===== src/rtl/seq_det_pkg.sv =====
// Shared types and constants for the serial pattern detector.
// Latency: n/a (types, constants and an elaboration-time helper only).
// Backpressure: n/a.
// Contents: state_t FSM encoding, legal PAT_W range, cfg_len width helper.
package seq_det_pkg;

  typedef enum logic [1:0] {
    IDLE  = 2'd0,
    ARM   = 2'd1,
    HUNT  = 2'd2,
    MATCH = 2'd3
  } state_t;

  localparam int PAT_W_MIN = 2;
  localparam int PAT_W_MAX = 32;

  // cfg_len must be able to hold the value PAT_W itself, hence the +1.
  function automatic int calc_len_w(input int pat_w);
    return $clog2(pat_w) + 1;
  endfunction

endpackage


===== src/rtl/sat_counter.sv =====
// Saturating up-counter with synchronous clear; clear wins over increment.
// Latency: q reflects clr/inc on the edge that samples them.
// Backpressure: none; increments past all-ones are dropped (no wrap).
// Ports: clk, rst (sync, active-high), clr, inc, q[W-1:0].
module sat_counter #(
  parameter int W = 8
) (
  input  logic         clk,
  input  logic         rst,
  input  logic         clr,
  input  logic         inc,
  output logic [W-1:0] q
);

  always_ff @(posedge clk) begin
    if (rst || clr) begin
      q <= '0;
    end else if (inc && (q != '1)) begin
      q <= q + W'(1);
    end
  end

endmodule


===== src/rtl/seq_detector_fsm.sv =====
// Serial pattern detector: matches a qualified bit stream against a runtime pattern of 1..PAT_W bits.
// Latency: match is Moore-registered, visible the cycle after the edge sampling the completing bit.
// Backpressure: none; din is consumed whenever din_valid is high in HUNT/MATCH, ignored otherwise.
// Ports: clk, rst (sync, active-high); cfg_load/cfg_pattern/cfg_len/cfg_overlap config strobe;
//        din_valid/din serial input; cnt_clear; armed, match, match_count, cfg_err outputs.
module seq_detector_fsm
  import seq_det_pkg::*;
#(
  parameter  int PAT_W = 8,
  parameter  int CNT_W = 8,
  localparam int LEN_W = calc_len_w(PAT_W)
) (
  input  logic             clk,
  input  logic             rst,
  input  logic             cfg_load,
  input  logic [PAT_W-1:0] cfg_pattern,
  input  logic [LEN_W-1:0] cfg_len,
  input  logic             cfg_overlap,
  input  logic             din_valid,
  input  logic             din,
  input  logic             cnt_clear,
  output logic             armed,
  output logic             match,
  output logic [CNT_W-1:0] match_count,
  output logic             cfg_err
);

  if ((PAT_W < PAT_W_MIN) || (PAT_W > PAT_W_MAX)) begin : g_bad_pat_w
    $error("seq_detector_fsm: PAT_W outside supported range");
  end

  state_t           state;
  state_t           state_nxt;
  logic [PAT_W-1:0] hist;
  logic [PAT_W-1:0] pat_q;
  logic [LEN_W-1:0] len_q;
  logic             ovl_q;
  logic [LEN_W-1:0] fill;
  logic             cfg_err_q;

  logic             cfg_legal;
  logic             accept;
  logic [PAT_W-1:0] hist_shift;
  logic [PAT_W-1:0] len_mask;
  logic [LEN_W:0]   fill_inc;
  logic             fill_ok;
  logic             pat_eq;
  logic             hit;

  assign cfg_legal  = (cfg_len != '0) && (cfg_len <= LEN_W'(PAT_W));
  assign accept     = din_valid && ((state == HUNT) || (state == MATCH));

  // Newest bit enters at [0], so the last len bits received line up with pattern[len-1:0].
  assign hist_shift = {hist[PAT_W-2:0], din};

  always_comb begin
    len_mask = '0;
    for (int i = 0; i < PAT_W; i++) begin
      len_mask[i] = (i < int'(len_q));
    end
  end

  // One extra bit so fill+1 cannot wrap when fill == PAT_W.
  assign fill_inc = {1'b0, fill} + {{LEN_W{1'b0}}, 1'b1};
  assign fill_ok  = (fill_inc >= {1'b0, len_q});
  assign pat_eq   = (((hist_shift ^ pat_q) & len_mask) == '0);
  assign hit      = accept && fill_ok && pat_eq;

  always_ff @(posedge clk) begin
    if (rst) begin
      state <= IDLE;
    end else begin
      state <= state_nxt;
    end
  end

  always_comb begin
    state_nxt = state;
    case (state)
      IDLE:    state_nxt = IDLE;
      ARM:     state_nxt = HUNT;
      HUNT:    state_nxt = hit ? MATCH : HUNT;
      MATCH:   state_nxt = hit ? MATCH : HUNT;
      default: state_nxt = IDLE;
    endcase
    // A config strobe overrides whatever the data path would have done this cycle.
    if (cfg_load) begin
      state_nxt = cfg_legal ? ARM : IDLE;
    end
  end

  always_ff @(posedge clk) begin
    if (rst) begin
      hist      <= '0;
      fill      <= '0;
      pat_q     <= '0;
      len_q     <= '0;
      ovl_q     <= 1'b0;
      cfg_err_q <= 1'b0;
    end else begin
      cfg_err_q <= cfg_load && !cfg_legal;
      if (cfg_load) begin
        // The bit arriving with cfg_load is dropped; ARM clears history next cycle.
        if (cfg_legal) begin
          pat_q <= cfg_pattern;
          len_q <= cfg_len;
          ovl_q <= cfg_overlap;
        end
      end else if (state == ARM) begin
        hist <= '0;
        fill <= '0;
      end else if (accept) begin
        hist <= hist_shift;
        // Non-overlap restarts the fill count; stale hist bits are masked by fill_ok.
        if (hit && !ovl_q) begin
          fill <= '0;
        end else if (fill < len_q) begin
          fill <= fill_inc[LEN_W-1:0];
        end
      end
    end
  end

  sat_counter #(
    .W (CNT_W)
  ) u_match_cnt (
    .clk (clk),
    .rst (rst),
    .clr (cnt_clear),
    .inc (hit && !cfg_load),
    .q   (match_count)
  );

  assign match   = (state == MATCH);
  assign armed   = (state == HUNT) || (state == MATCH);
  assign cfg_err = cfg_err_q;

endmodule


===== config.mk =====
export PLATFORM = sky130hd
export DESIGN_NAME = seq_detector_fsm
export DESIGN_NICKNAME = d
export VERILOG_FILES = /design/src/rtl/seq_det_pkg.sv /design/src/rtl/sat_counter.sv /design/src/rtl/seq_detector_fsm.sv
export SDC_FILE = /design/constraint.sdc
export NUM_CORES = 1
export LEC_CHECK = 0
export CAP_MARGIN = 20
export CORE_MARGIN = 2
export CORE_UTILIZATION = 35
export CTS_BUF_LIST = sky130_fd_sc_hd__clkbuf_8
export DETAILED_ROUTE_END_ITERATION = 8
export PLACE_DENSITY = 0.62
export RECOVER_POWER = 100
export SETUP_SLACK_MARGIN = 0.2
export SLEW_MARGIN = 20
export SYNTH_ARGS = -nofsm -noshare
export SYNTH_HDL_FRONTEND = slang
export SYNTH_SLANG_ARGS = --single-unit

===== constraint.sdc =====
create_clock -name clk -period 2.7 [get_ports clk]
set_clock_uncertainty 0.15 [all_clocks]
set_input_delay 0.81 -clock clk [delete_from_list [all_inputs] [get_ports clk]]
set_output_delay 0.81 -clock clk [all_outputs]
set_load 0.1 [all_outputs]

==> flow_summary.yaml, run 1 <==
run_status:
  outcome: "finished clean"
critical_path:
  timing.critical_path.arrival_ns: 2.59
  worstSetupPathType: "flip-flop to flip-flop"
  element_type_at_the_critical_path_end: "flip-flop"
  worst_r2r_startpoint: "len_q[1]"
  timing.critical_path.from_type: "flip-flop"
  critical_path.startpoint: "len_q[1]"
  required_time_of_the_critical_path_ns: 2.77
  worstPathMaxFanout: 4
logic_synthesis:
  synthDistinctLibCells: 47
  synth_largest_type_area_fraction_pct: 38.41
  synth-warning-count: 0
  synth-seq-cells: 35
  count_of_flip_flops_with_a_built_in_enable_after_synthesis: 0
  syn-mean-instance-area_sq_um: 8.728
  top_reg_cell_synth: "sky130_fd_sc_hd__dfxtp_1"
  synth_area_leaders: "sky130_fd_sc_hd__dfxtp_1 38%, sky130_fd_sc_hd__ha_1 6.9%, sky130_fd_sc_hd__mux2i_1 6.6%"
  yosys.area_share.simple_pct: 21.33
  synth.net_count: 238
  synth_adder_area_share_pct: 6.859
  synth_compound_gate_area_share_pct: 16.80
  synth.top_cells.by_count: "35 x sky130_fd_sc_hd__dfxtp_1, 27 x sky130_fd_sc_hd__nor2_1, 16 x sky130_fd_sc_hd__a21oi_1, 13 x sky130_fd_sc_hd__nand2_1, 12 x sky130_fd_sc_hd__mux2i_1"
  combinational_family_with_the_most_area_after_synthesis: "simple AND/OR/NAND/NOR gates"
  post_synth_mux_area_share_pct: 7.202
  post_synthesis_cell_area_sq_um: 1824
  post-synth-top-area-cell: "sky130_fd_sc_hd__dfxtp_1"
  post-synth-top-count-cell: "sky130_fd_sc_hd__dfxtp_1"
  synth_xor_area_share_pct: 5.281
  netlist_instances: 209
  yosysSeqAreaShare_pct: 38.41
  postSynth.asyncResetShare_pct: 0
timing:
  setup-violations-final: 0
  final_period_minus_worst_setup_slack_ns: 2.519
  maxSlewViolCount: 0
  timing.fmax_mhz: 397.0
  rsz0062_at_grt: "true"
  min_period_over_period_pct: 93.29
  fin_hold_ws_ns: 0.3410
  worstMarginPinSlew_ns: 0.5433
  max_slew_margin_pct: 63.93
  hold_viol_final: 0
placement:
  placedInstanceArea_sq_um: 2236
  number_of_placed_instances_taps_included: 311
  place.port_buffers: 29
  gp_routability_congestion: 0.8229
  place_hpwl_um: 3087
floorplanning:
  fp.dieW_um: 76.20
  row_count: 26
  die-area_sq_um: 5806
  initial_utilization_pct: 35.95
  dieHeight_um: 76.20
  design.core.area_sq_um: 5075
  io_pins: 30
cts:
  cts.htree.levels: 2
  clock-root-buffer: "sky130_fd_sc_hd__clkbuf_8"
  tritoncts: "yes"
  clock_sinks: 35
  clock_tree.buffer_depth: 2
  cts.clk_slew.worst_paths_ns: 0.07
  clkLatencyLatePin_ns: 0.28
  numCtsBuffers: 5
power_and_ir_drop:
  power.total_w: 0.001052
  power_switching_share_pct: 25.68
  irDropWorstVdd_uv: 319.0
  cellInternalPower_w: 0.0007815
  total_leakage_power_nw: 1.083
  clock_network_fraction_of_design_power_pct: 33.4
  sequential_share_of_power_pct: 51.6
  power_frac_comb_pct: 15.1
  switching_power_w: 0.0002700
  powerDensity_nw_per_um2: 433.0
global_routing:
  grt_max_degree: 25
  first_global_vias: 1605
  number_of_antenna_violations_at_the_first_check_in_global_routing: 0
  track_usage_pct: 15.16
  gr-total-overflow: 0
  wire_length_of_the_first_global_routing_pass_um: 7217
cells_and_area:
  fin_nets: 283
  post_layout_nonfiller_instances: 325
  layout-area-overhead-vs-synth_pct: 33.13
  final_core_utilization_pct: 47.86
  post-route-cell-area_sq_um: 2429
  antenna_cells_inserted: 0
  post_route_cells_drive_above_1_share_pct: 25.10
drt:
  vias_per_cell: 4.988
  num_vias: 1621
  antenna_violating_nets_post_route: 0
  wirelength_um: 4220
  wl_per_cell_um: 12.98
  drc: 0
  drt_first_pass_iters: 4
  drt-initial-drc-count: 55
worst_hold_path:
  worst_hold_path_type: "flip-flop to flip-flop"
  hold_path.startpoint: "state[0]"
flow_run:
  maxCapViolations: 0
## placed cells by master (no fill, tap or decap), drive strengths merged, types with 2 or more instances in the layout
cell type	instances
and3	9
xor2	8
dfxtp	35
or2	3
a22o	2
nand2	13
and2	2
or3	4
inv	11
nor2b	2
o21ai	10
nor2	27
mux2i	12
buf	16
nand4	3
dlygate4sd3	2
o211ai	2
a21oi	16
nand3	2
clkbuf	19
nor3	4
nand2b	2
a31o	3
a211oi	2
xnor2	3
or4	2
clkdlybuf4s50	14
ha	10
## cell type report
cell class / count / area, sq um
flip-flops and latches: 35 / 711.9
inverters: 9 / 33.78
multi-input cells: 156 / 1137
clock inverters: 3 / 12.51
clock buffers: 5 / 68.82
repair buffers: 47 / 376.6
fillers: 527 / 2646
well taps: 70 / 87.58
## registers in the layout (all words and copies together) (netlist names)
signal         cells
ovl_q              1
cfg_err            1
len_q              4
state              2
fill               4
pat_q              8
hist               7
u_match_cnt.q      8
## per-stage QoR
step	setup TNS [ns]	setup slack [ns]
final	0	0.1811
after detailed placement	-2.790	-0.3561
after global routing	0	0.1024
after floorplan	0	0.2463
after global placement	-2.250	-0.3030
after CTS	0	0.2064
## worst max-delay path, cell delays in order (launching register included)
cell and delay (ns):
sky130_fd_sc_hd__dfxtp_2 0.35, sky130_fd_sc_hd__or4_4 0.56, sky130_fd_sc_hd__a221oi_4 0.28, sky130_fd_sc_hd__o211ai_1 0.20, sky130_fd_sc_hd__or3b_1 0.47, sky130_fd_sc_hd__or3_1 0.32, sky130_fd_sc_hd__a21oi_1 0.13
## path summary, 6_finish.rpt
path                                          to  slack (ns)  depth (start not counted)
worst max-delay path            u_match_cnt.q[7]        0.18                          6
worst min-delay path                    state[1]        0.34                          2
worst max register to register  u_match_cnt.q[7]        0.18                          6
worst min register to register          state[1]        0.34                          2
## power by group through the flow
stage	clock, W	sequential, W	combinational (W)
2_1_floorplan	0	0.000556	0.0000790
3_3_place_gp	0	0.000554	0.000143
3_5_place_dp	0	0.000554	0.000145
4_1_cts	0.000363	0.000543	0.000150
5_1_grt	0.000391	0.000544	0.000173
6_report	0.000351	0.000542	0.000159
## what timing repair did
action | 4_1_cts | 5_1_grt
resized for setup | 14 | 18
setup buffers | 5 | 1
hold buffers | 0 | 0
endpoints found under the setup margin | 8 | 9
pin swaps | 9 | 9
## kinds of logic after synthesis
family | Yosys count
flops | 35
xor+xnor | 11
compound gates | 45
mux | 13
fa+ha+maj | 10
simple gates | 77
buf+inv | 18
## layer usage
metal,up-vias,share of wire (%),track usage [%]
met1,752,45,18.69
li1,833,-,-
met2,25,49,26.07
met3,11,2.9,3.081
met5,-,0,0
met4,0,2.2,5.818
(Power assumes the default switching activity.)
==> run 2, diff against run 1 <==
GPL_ROUTABILITY_DRIVEN = 0   (was unset)
==> results of run 2 <==
No change in the layout: final DEF, timing and power equal those of run 1.
==> run 3, diff against run 2 <==
--- a/constraint.sdc
+++ b/constraint.sdc
@@ -4,2 +4,2 @@
 set_output_delay 0.81 -clock clk [all_outputs]
-set_load 0.1 [all_outputs]
+set_load 0.005 [all_outputs]
==> run 3 against run 2 <==
Net effect:
- combinational power decreased by 9%
- power increased by 0.41%
- global-route usage about the same
- routed wire length increased by 3.5%
- highest routed layer unchanged
- sequential share of layout area decreased by 0.97 points
- critical path depth increased by 2
- utilization increased by 1.4 points
- critical path type unchanged
- count of clock-buffer cells in the layout unchanged
- critical endpoint is now u_match_cnt.q[3]
==> flow_summary.yaml, run 3 (same netlist as run 1, synthesis figures left out) <==
placement:
  place_hpwl_um: 3036
  place.port_buffers: 29
  placement.setup.worst_slack_ns: -0.3057
  number_of_placed_instances_taps_included: 311
drt:
  drt_first_pass_iters: 4
  drt-initial-drc-count: 60
  wl_per_cell_um: 13.40
  num_vias: 1652
  vias_per_cell: 5.067
  drc: 0
  wirelength_um: 4369
  antenna_violating_nets_post_route: 0
critical_path:
  regToRegEndpoint: "u_match_cnt.q[3]"
  worst_r2r_startpoint: "fill[1]"
  slowest_stage_cell_crit_path: "sky130_fd_sc_hd__or3b_1"
  required_time_of_the_critical_path_ns: 2.78
  worst_path_dominant_cell_family: "simple AND/OR/NAND/NOR gates"
  reg2reg_depth: 8
  path_buf_inv: 0
  element_type_at_the_critical_path_end: "flip-flop"
  most_prevalent_standard_cell_on_the_critical_path: "sky130_fd_sc_hd__ha_4"
  worstPathMaxFanout: 4
  timing.critical_path.from_type: "flip-flop"
  critPathMaxStageDelay_ns: 0.43
  reg2reg_slack_ns: 0.17
  worstSetupPathType: "flip-flop to flip-flop"
  timing.critical_path.cells: "ha_4 -> ha_4 -> a21bo_4 -> a21oi_4 -> o2111ai_2 -> or3b_1 -> or3_4 -> a21oi_2"
  timing.critical_path.arrival_ns: 2.61
floorplanning:
  design.core.area_sq_um: 5075
  io_pins: 30
  die-area_sq_um: 5806
  row_count: 26
  fp.dieW_um: 76.20
  dieHeight_um: 76.20
  initial_utilization_pct: 35.95
global_routing:
  first_global_vias: 1594
  wire_length_of_the_first_global_routing_pass_um: 7141
  number_of_antenna_violations_at_the_first_check_in_global_routing: 0
  track_usage_pct: 15.20
  grt_max_degree: 25
  gr-total-overflow: 0
cts:
  tritoncts: "yes"
  clock_tree.buffer_depth: 2
  clock_sinks: 35
  cts.clk_slew.worst_paths_ns: 0.07
  clock-root-buffer: "sky130_fd_sc_hd__clkbuf_8"
  clkLatencyLatePin_ns: 0.29
  cts.htree.levels: 2
  numCtsBuffers: 5
power_and_ir_drop:
  sequential_share_of_power_pct: 51.5
  total_leakage_power_nw: 1.112
  powerDensity_nw_per_um2: 422.6
  clock_network_fraction_of_design_power_pct: 34.8
  cellInternalPower_w: 0.0007827
  power_frac_comb_pct: 13.8
  irDropWorstVdd_uv: 290.9
  switching_power_w: 0.0002732
  power_switching_share_pct: 25.87
cells_and_area:
  layout.cells.most_common_list: "29 x sky130_fd_sc_hd__dfxtp_1, 27 x sky130_fd_sc_hd__nor2_1, 14 x sky130_fd_sc_hd__clkdlybuf4s50_1, 14 x sky130_fd_sc_hd__buf_4"
  layout_commonest_cell: "sky130_fd_sc_hd__dfxtp_1"
  post_layout_nonfiller_instances: 326
  fin_nets: 284
  post_route_cells_drive_above_1_share_pct: 21.88
  layout-area-overhead-vs-synth_pct: 36.97
  combined_area_of_the_multi_input_logic_cells_sq_um: 1147
  largestRegisters: "pat_q (8), u_match_cnt.q (8), hist (7)"
  antenna_cells_inserted: 0
  layout.filler_cells: 519
  ff_latch_area_sq_um: 708.2
worst_hold_path:
  min_delay_worst_endpoint: "state[1]"
  worst_hold_path_type: "flip-flop to flip-flop"
  hold_path.startpoint: "state[0]"
  min_path_cells: 2
timing:
  hold_viol_final: 0
  min_period_over_period_pct: 93.82
  worstMarginPinSlew_ns: 0.3779
  max_slew_margin_pct: 74.65
  finalWorstSetupSlack_ns: 0.1669
  timing.fmax_mhz: 394.8
  final_period_minus_worst_setup_slack_ns: 2.533
  maxSlewViolCount: 0
  setup-violations-final: 0
  rsz0062_at_grt: "true"
run_status:
  outcome: "finished clean"
flow_run:
  maxCapViolations: 0
-- run 3: cell count changes in the layout (fill, tap and decap cells not counted), moves of 2 or more --
cell,change
sky130_fd_sc_hd__clkbuf_2,-12
sky130_fd_sc_hd__dlygate4sd3_1,+11
sky130_fd_sc_hd__dfxtp_2,+3
sky130_fd_sc_hd__dfxtp_4,-2
sky130_fd_sc_hd__ha_1,-2
-- run 3: worst max-delay path by stage --
| stage | slack (ns) | end | start | cells after the start |
|---|---|---|---|---|
| after floorplan | 0.25 | fill[0] | din | 6 |
| after CTS | 0.21 | u_match_cnt.q[7] | len_q[3] | 7 |
| after detailed placement | -0.31 | fill[0] | din | 7 |
| after global placement | -0.30 | fill[0] | din | 7 |
| after global routing | 0.06 | u_match_cnt.q[3] | fill[1] | 8 |
| final | 0.17 | u_match_cnt.q[3] | fill[1] | 8 |
-- run 3: worst reg2reg max path: stages, from the launching register on --
cell and delay, ns:
sky130_fd_sc_hd__dfxtp_2 0.40, sky130_fd_sc_hd__ha_4 0.23, sky130_fd_sc_hd__ha_4 0.25, sky130_fd_sc_hd__a21bo_4 0.22, sky130_fd_sc_hd__a21oi_4 0.15, sky130_fd_sc_hd__o2111ai_2 0.16
sky130_fd_sc_hd__or3b_1 0.43, sky130_fd_sc_hd__or3_4 0.35, sky130_fd_sc_hd__a21oi_2 0.13
-- run 3: layer usage --
metal / vias up / wire length [um] / global-route usage (%)
li1: 834 / - / -
met1: 786 / 1980 / 18.29
met2: 28 / 2194 / 25.98
met3: 4 / 150 / 4.384
met4: 0 / 44 / 5.273
met5: - / 0 / 0
-- run 3: layout make-up --
| cell class | instances | share of cell area [%] |
|---|---|---|
| Clock inverter | 3 | 0.5008 |
| Timing Repair Buffer | 48 | 17.63 |
| Multi-Input combinational cell | 156 | 45.92 |
| Inverter | 9 | 1.352 |
| Tap cell | 70 | 3.505 |
| Clock buffer | 5 | 2.754 |
| Sequential cell | 35 | 28.34 |
-- run 3: through the flow --
step / util, % / hold slack, ns / setup TNS (ns) / instance area [sq um] / power, W
2_1_floorplan: - / 0.3116 / 0 / 1824 / 0.0006260
3_3_place_gp: 44.60 / 0.3365 / -2.246 / 2263 / 0.0006892
3_5_place_dp: 44.60 / 0.3362 / -2.273 / 2263 / 0.0006896
4_1_cts: 47.44 / 0.3442 / 0 / 2407 / 0.001054
5_1_grt: 49.24 / 0.3837 / 0 / 2499 / 0.001096
6_report: 49.24 / 0.3483 / 0 / 2499 / 0.001056
-- run 3: repair_timing --
item,4_1_cts,5_1_grt
resized for setup,14,20
pin swaps,9,9
endpoints found under the setup margin,8,8
setup buffers,3,4
hold buffers,0,0
-- run 3: power groups by stage --
stage	registers, W	logic [W]	clock network, W
floorplan	0.000551	0.0000754	0
global placement	0.000554	0.000135	0
detailed placement	0.000555	0.000135	0
CTS	0.000543	0.000142	0.000369
global route	0.000545	0.000160	0.000391
finish	0.000543	0.000145	0.000367
==> patch 1: new RTL, settings of run 3 <==
Add an input register stage for `cnt_clear`; this delays it by one clock. The other inputs are not delayed to match.
--- a/src/rtl/seq_detector_fsm.sv
+++ b/src/rtl/seq_detector_fsm.sv
@@ -25,4 +25,10 @@
   output logic             cfg_err
 );
+
+  logic cnt_clear_q;
+
+  always_ff @(posedge clk) begin
+    cnt_clear_q <= cnt_clear;
+  end
 
   if ((PAT_W < PAT_W_MIN) || (PAT_W > PAT_W_MAX)) begin : g_bad_pat_w
@@ -127,5 +133,5 @@
     .clk (clk),
     .rst (rst),
-    .clr (cnt_clear),
+    .clr (cnt_clear_q),
     .inc (hit && !cfg_load),
     .q   (match_count)
Formal check against the unedited RTL: not equivalent (a bounded check fails within 4 cycles, from zero or initial values and one cycle with rst high).
==> patch 1 against run 3 <==
Final area increased by 3.2%. Non-clock buffer count is 7 higher. Routed wire length decreased by 4.9%. Sequential cell count rose by 1. Setup slack got worse by 180 ps. Via count barely moved. The flow now finishes with violations (setup timing). Sequential power grew 2%. Die area rose by 0.91%. Highest routed layer unchanged. Synthesized area up 0.96%. Hold slack worse by 34 ps. Total power increased by 16%.
==> patch 1: results (changes against run 3) <==
- Via-to-Cell Ratio: 4.93 (-2.6%)
- VDD IR-drop max: 0.408 mV (+40%)
- Placed cells: 326 (+4.8%)
- Final setup viols: 1 (+1)
- Setup TNS: -12.7 ps (-12.7 ps)
- Area after DPL: 2380 µm² (+5.4%)
- GRT Overall Usage: 14.9% (-0.33 points)
- Synthesis Warnings: 0 (unchanged)
- Detailed placement HPWL: 3080 µm (+1.5%)
- Number of global-route vias before repair: 1,611 (+1.1%)
- Synthesized area per cell: 8.69 µm² (-0.47%)
- WL/cell: 12.4 µm (-7.5%)
- Final WS setup: -12.7 ps (-180 ps)
- Syn_nets: 241 (+1.3%)
- Slew margin rel.: 76.8% (+2.2 points)
- Leak pwr: 1.04 nW (-6.1%)
- Synth area leaders: dfxtp_1 39%, mux2i_1 7.6%, ha_1 6.8%
- Non-Filler Instances: 335 (+2.8%)
- Top post-synthesis cells by count: 36 x dfxtp_1, 26 x nand2_1, 20 x nor2_1, 14 x a21oi_1, 14 x mux2i_1
- CP max FO: 7 (+3)
- Global-route wire length before repair: 7090 µm (-0.77%)
- Largest net degree at the start of global routing: 27 (+8.0%)
- H-tree levels: 2 (unchanged)
- Failing checks: setup timing
- Min-delay worst type: flop to flop
- IO buf count: 29 (unchanged)
- Layout cell share with drive strength beyond 1: 18.5% (-3.4 points)
- Layout Nets: 293 (+3.2%)
- CTS root buf: clkbuf_8
- DRC: 0 (unchanged)
- CP max stage cell: or4_4
- Initial DRC count: 43 (-28%)
- Critical Path Max Stage Delay: 520 ps (+90 ps)
- Outcome: finished with violations
-- patch 1: cell count changes after synthesis, sizes merged, moves of 4 or more --
cell,change
nand2,+13
o21ai,-6
o31ai,+5
xnor2,+4
nand3,+10
nor2,-7
and3,-9
o22ai,+4
-- patch 1: critical path: cells and delay by family, from the launching register on --
family,cells,cell delay (ps)
AOI/OAI and AO/OA,3,660
adders and majority gates,2,500
DFF,1,370
muxes,1,130
and+or+nand+nor,2,800
-- patch 1: final cells by class --
| class | instances | area share, % |
|---|---|---|
| clock buffers | 7 | 3.74 |
| repair buffers | 55 | 18.4 |
| flip-flops and latches | 36 | 28.4 |
| clock inverters | 1 | 1.16 |
| well taps | 70 | 3.40 |
| multi-input cells | 155 | 43.3 |
| inverters | 11 | 1.60 |
-- patch 1: report_power, final --
part	internal (mW)	switching, mW
registers	0.542	0.0129
logic	0.0786	0.0699
clock network	0.326	0.191
-- patch 1: per-layer routing --
metal	global-route usage, %	part of all wire, %	wire [µm]
met4	6.55	1.9	78
met2	24.5	48	1990
met5	0	0	0
met1	18.8	48	1990
met3	2.96	2.3	94
-- patch 1: through the flow --
step / worst slack (ps) / hold WS (ps) / utilization (%)
floorplan: 68.4 / 293 / -
global placement: -384 / 303 / 46.7
detailed placement: -389 / 307 / 46.7
CTS: -23.9 / 317 / 49.8
global route: -98.1 / 348 / 50.5
finish: -12.7 / 314 / 50.5
-- patch 1: path summary, 6_finish.rpt --
kind / start / endpoint
setup / recovery: fill[1] / u_match_cnt.q[5]
hold reg to reg: hist[6] / hist[6]
hold / removal: hist[6] / hist[6]
setup reg to reg: fill[1] / u_match_cnt.q[5]
-- patch 1: cell families (layout without fill, tap and decap cells) --
logic type,Yosys count,in the layout,synth area share [%]
muxes,14,14,7.61
buffers and inverters,21,74,5.16
and+or+nand+nor,80,80,21.2
xor gates and xnor gates,12,12,5.71
AOI/OAI and AO/OA,39,39,14.4
DFF,36,36,39.1
adders and majority gates,10,10,6.79
-- patch 1: timing repair --
item | CTS | global route
hold endpoints to repair | 0 | 0
pin swaps | 7 | 4
setup endpoints to repair | 10 | 12
gates cloned | 0 | 0
gates resized for setup | 6 | 9
setup buffers | 1 | 0
==> patch 2: new RTL, settings of run 3 <==
Without the edit above. Set the parameter `CNT_W` to 10 (it was 8).
--- a/src/rtl/seq_detector_fsm.sv
+++ b/src/rtl/seq_detector_fsm.sv
@@ -8,5 +8,5 @@
 #(
   parameter  int PAT_W = 8,
-  parameter  int CNT_W = 8,
+  parameter  int CNT_W = 10,
   localparam int LEN_W = calc_len_w(PAT_W)
 ) (
Ports: changed (resized match_count); port bits go from 30 to 32. No check against the original RTL was run, so the function may have changed too.
==> patch 2 against run 3 <==
Sequential cell count rose by 2. Largest power group unchanged. Final area is 1.9% higher. Routed wire length about the same. Critical path depth increased by 1. Setup slack better by 43 ps. Sequential share of layout area increased by 0.95 points. Non-clock buffer count rose by 1. Synthesized area up 4.1%. Total power is 2.6% higher.
==> patch 2: results (changes against run 3) <==
- Outcome: finished, final reports clean
- DRT Pass-1 Iters: 4 (unchanged)
- Via-to-Cell Ratio: 5.00 (-1.4%)
- Synth area leaders: dfxtp_1 39%, mux2i_1 6.9%, ha_1 6.6%
- Max Root-Sink Buffers: 2 (unchanged)
- Layout cell share with drive strength beyond 1: 15.6% (-6.3 points)
- Synth unique cells: 40 (-15%)
- Number of global-route vias before repair: 1,639 (+2.8%)
- Placed cells: 327 (+5.1%)
- Min-delay worst type: flop to flop
- Layout fillers: 491 (-5.4%)
- Hold_sp: hist[6]
- GRT Overall Usage: 15.8% (+0.55 points)
- Synthesized area per cell: 8.48 µm² (-2.9%)
- CP max stage cell: dfxtp_4
- Postcts setup bufs: 2 (-1)
- Initial DRC count: 94 (+57%)
- GR met1 Demand/Resource: 20.2% (+1.9 points)
- Pre-CTS setup slack: -213 ps (+92.9 ps)
- Net switching fraction of the power: 23.8% (-2.0 points)
- Leak pwr: 1.04 nW (-6.9%)
- DR vias: 1,694 (+2.5%)
- Crit path arrival time: 2560 ps (-50 ps)
- Worst R2R End: u_match_cnt.q[9]
- H-tree levels: 2 (unchanged)
- Max Fclk: 0.402 GHz (+1.7%)
- CP max FO: 7 (+3)
- Post-CTS Resized: 7 (-7)
- Met2 GRT Util: 25.8% (-0.21 points)
- Top routing layer in use: met4
- Sequential area share after synthesis: 39.0% (+0.59 points)
- Pint: 0.825 mW (+5.4%)
- Antenna violations before repair: 0 (unchanged)
- Largest net degree at the start of global routing: 30 (+20%)
- WL met1: 2100 µm (+6.1%)
- FF-to-FF Start: fill[0]
- Met3 GRT Util: 3.84% (-0.55 points)
- Worst reg-to-reg setup slack: 210 ps (+40 ps)
- Top flop regs: u_match_cnt.q x10, pat_q x8, hist x7
- IO buf count: 31 (+6.9%)
- Flop pwr share: 52.8% (+1.3 points)
- Critical Path Max Stage Delay: 390 ps (-40 ps)
- Clock power frac: 34.9% (about the same)
- Top post-synthesis cells by count: 37 x dfxtp_1, 21 x a21oi_1, 20 x nor2_1, 19 x nand2_1, 16 x nand3_1
- Antenna Cells: 0 (unchanged)
- Worst slew pin tran: 585 ps (+207 ps)
- Syn_nets: 253 (+6.3%)
- Later-pin clock latency in the skew report: 290 ps (about the same)
- Reg clk slew, reported paths: 70 ps (about the same)
- Total Wirelength: 4370 µm (about the same)
- Detailed placement HPWL: 3070 µm (+1.1%)
- Met3 wire length: 139 µm (-7.3%)
- Reg2reg path depth: 9 (+1)
- Async S/R FF share, synth: 0% (unchanged)
- VDD IR-drop max: 0.215 mV (-26%)
- Global-route wire length before repair: 7600 µm (+6.5%)
- DR WL met2: 2090 µm (-4.9%)
- Layout Nets: 298 (+4.9%)
## patch 2: cell count changes after synthesis, moves of 3 or more
cell,change
xnor2_1,+5
and3_1,-6
nand2_1,+6
inv_1,+3
buf_2,+3
nand3_1,+14
xor2_1,-4
a31o_2,-3
nor2_1,-7
a21oi_1,+5
or3_1,+4
## patch 2: cell type report
| class | instances | share of cell area [%] |
|---|---|---|
| clock buffer | 6 | 3.24 |
| clock inverter | 1 | 0.147 |
| inverter | 12 | 1.77 |
| multi-input combinational | 164 | 44.3 |
| sequential | 37 | 29.3 |
| tap | 70 | 3.44 |
| timing repair buffer | 49 | 17.8 |
## patch 2: per-stage QoR
| stage | instance area (µm²) | TNS (ps) |
|---|---|---|
| 6_report | 2550 | 0 |
| 2_1_floorplan | 1900 | 0 |
| 3_5_place_dp | 2350 | -1920 |
| 3_3_place_gp | 2350 | -1810 |
| 5_1_grt | 2550 | 0 |
| 4_1_cts | 2480 | 0 |
## patch 2: cells by family after synthesis
logic type               count (synthesis)  share of synthesized area [%]
AO/OA/AOI/OAI                           47                           14.7
XOR/XNOR                                12                           5.53
adder cells (fa/ha/maj)                 10                           6.59
buffers and inverters                   23                           5.53
flip-flops                              37                           39.0
multiplexers                            13                           6.85
AND/OR/NAND/NOR                         82                           21.8
## patch 2: critical path, delay by kind of cell (launching register included)
family	cells	cell delay (ps)
buf+inv	1	170
simple gates	2	530
fa+ha+maj	2	470
compound gates	4	720
flops	1	390
## patch 2: how the worst min path moves through the flow
stage,end,slack (ps),cells after the start
6_report,hist[6],320,2
3_5_place_dp,hist[6],310,2
3_3_place_gp,hist[6],300,2
5_1_grt,hist[6],340,2
4_1_cts,hist[6],320,2
2_1_floorplan,hist[6],290,2
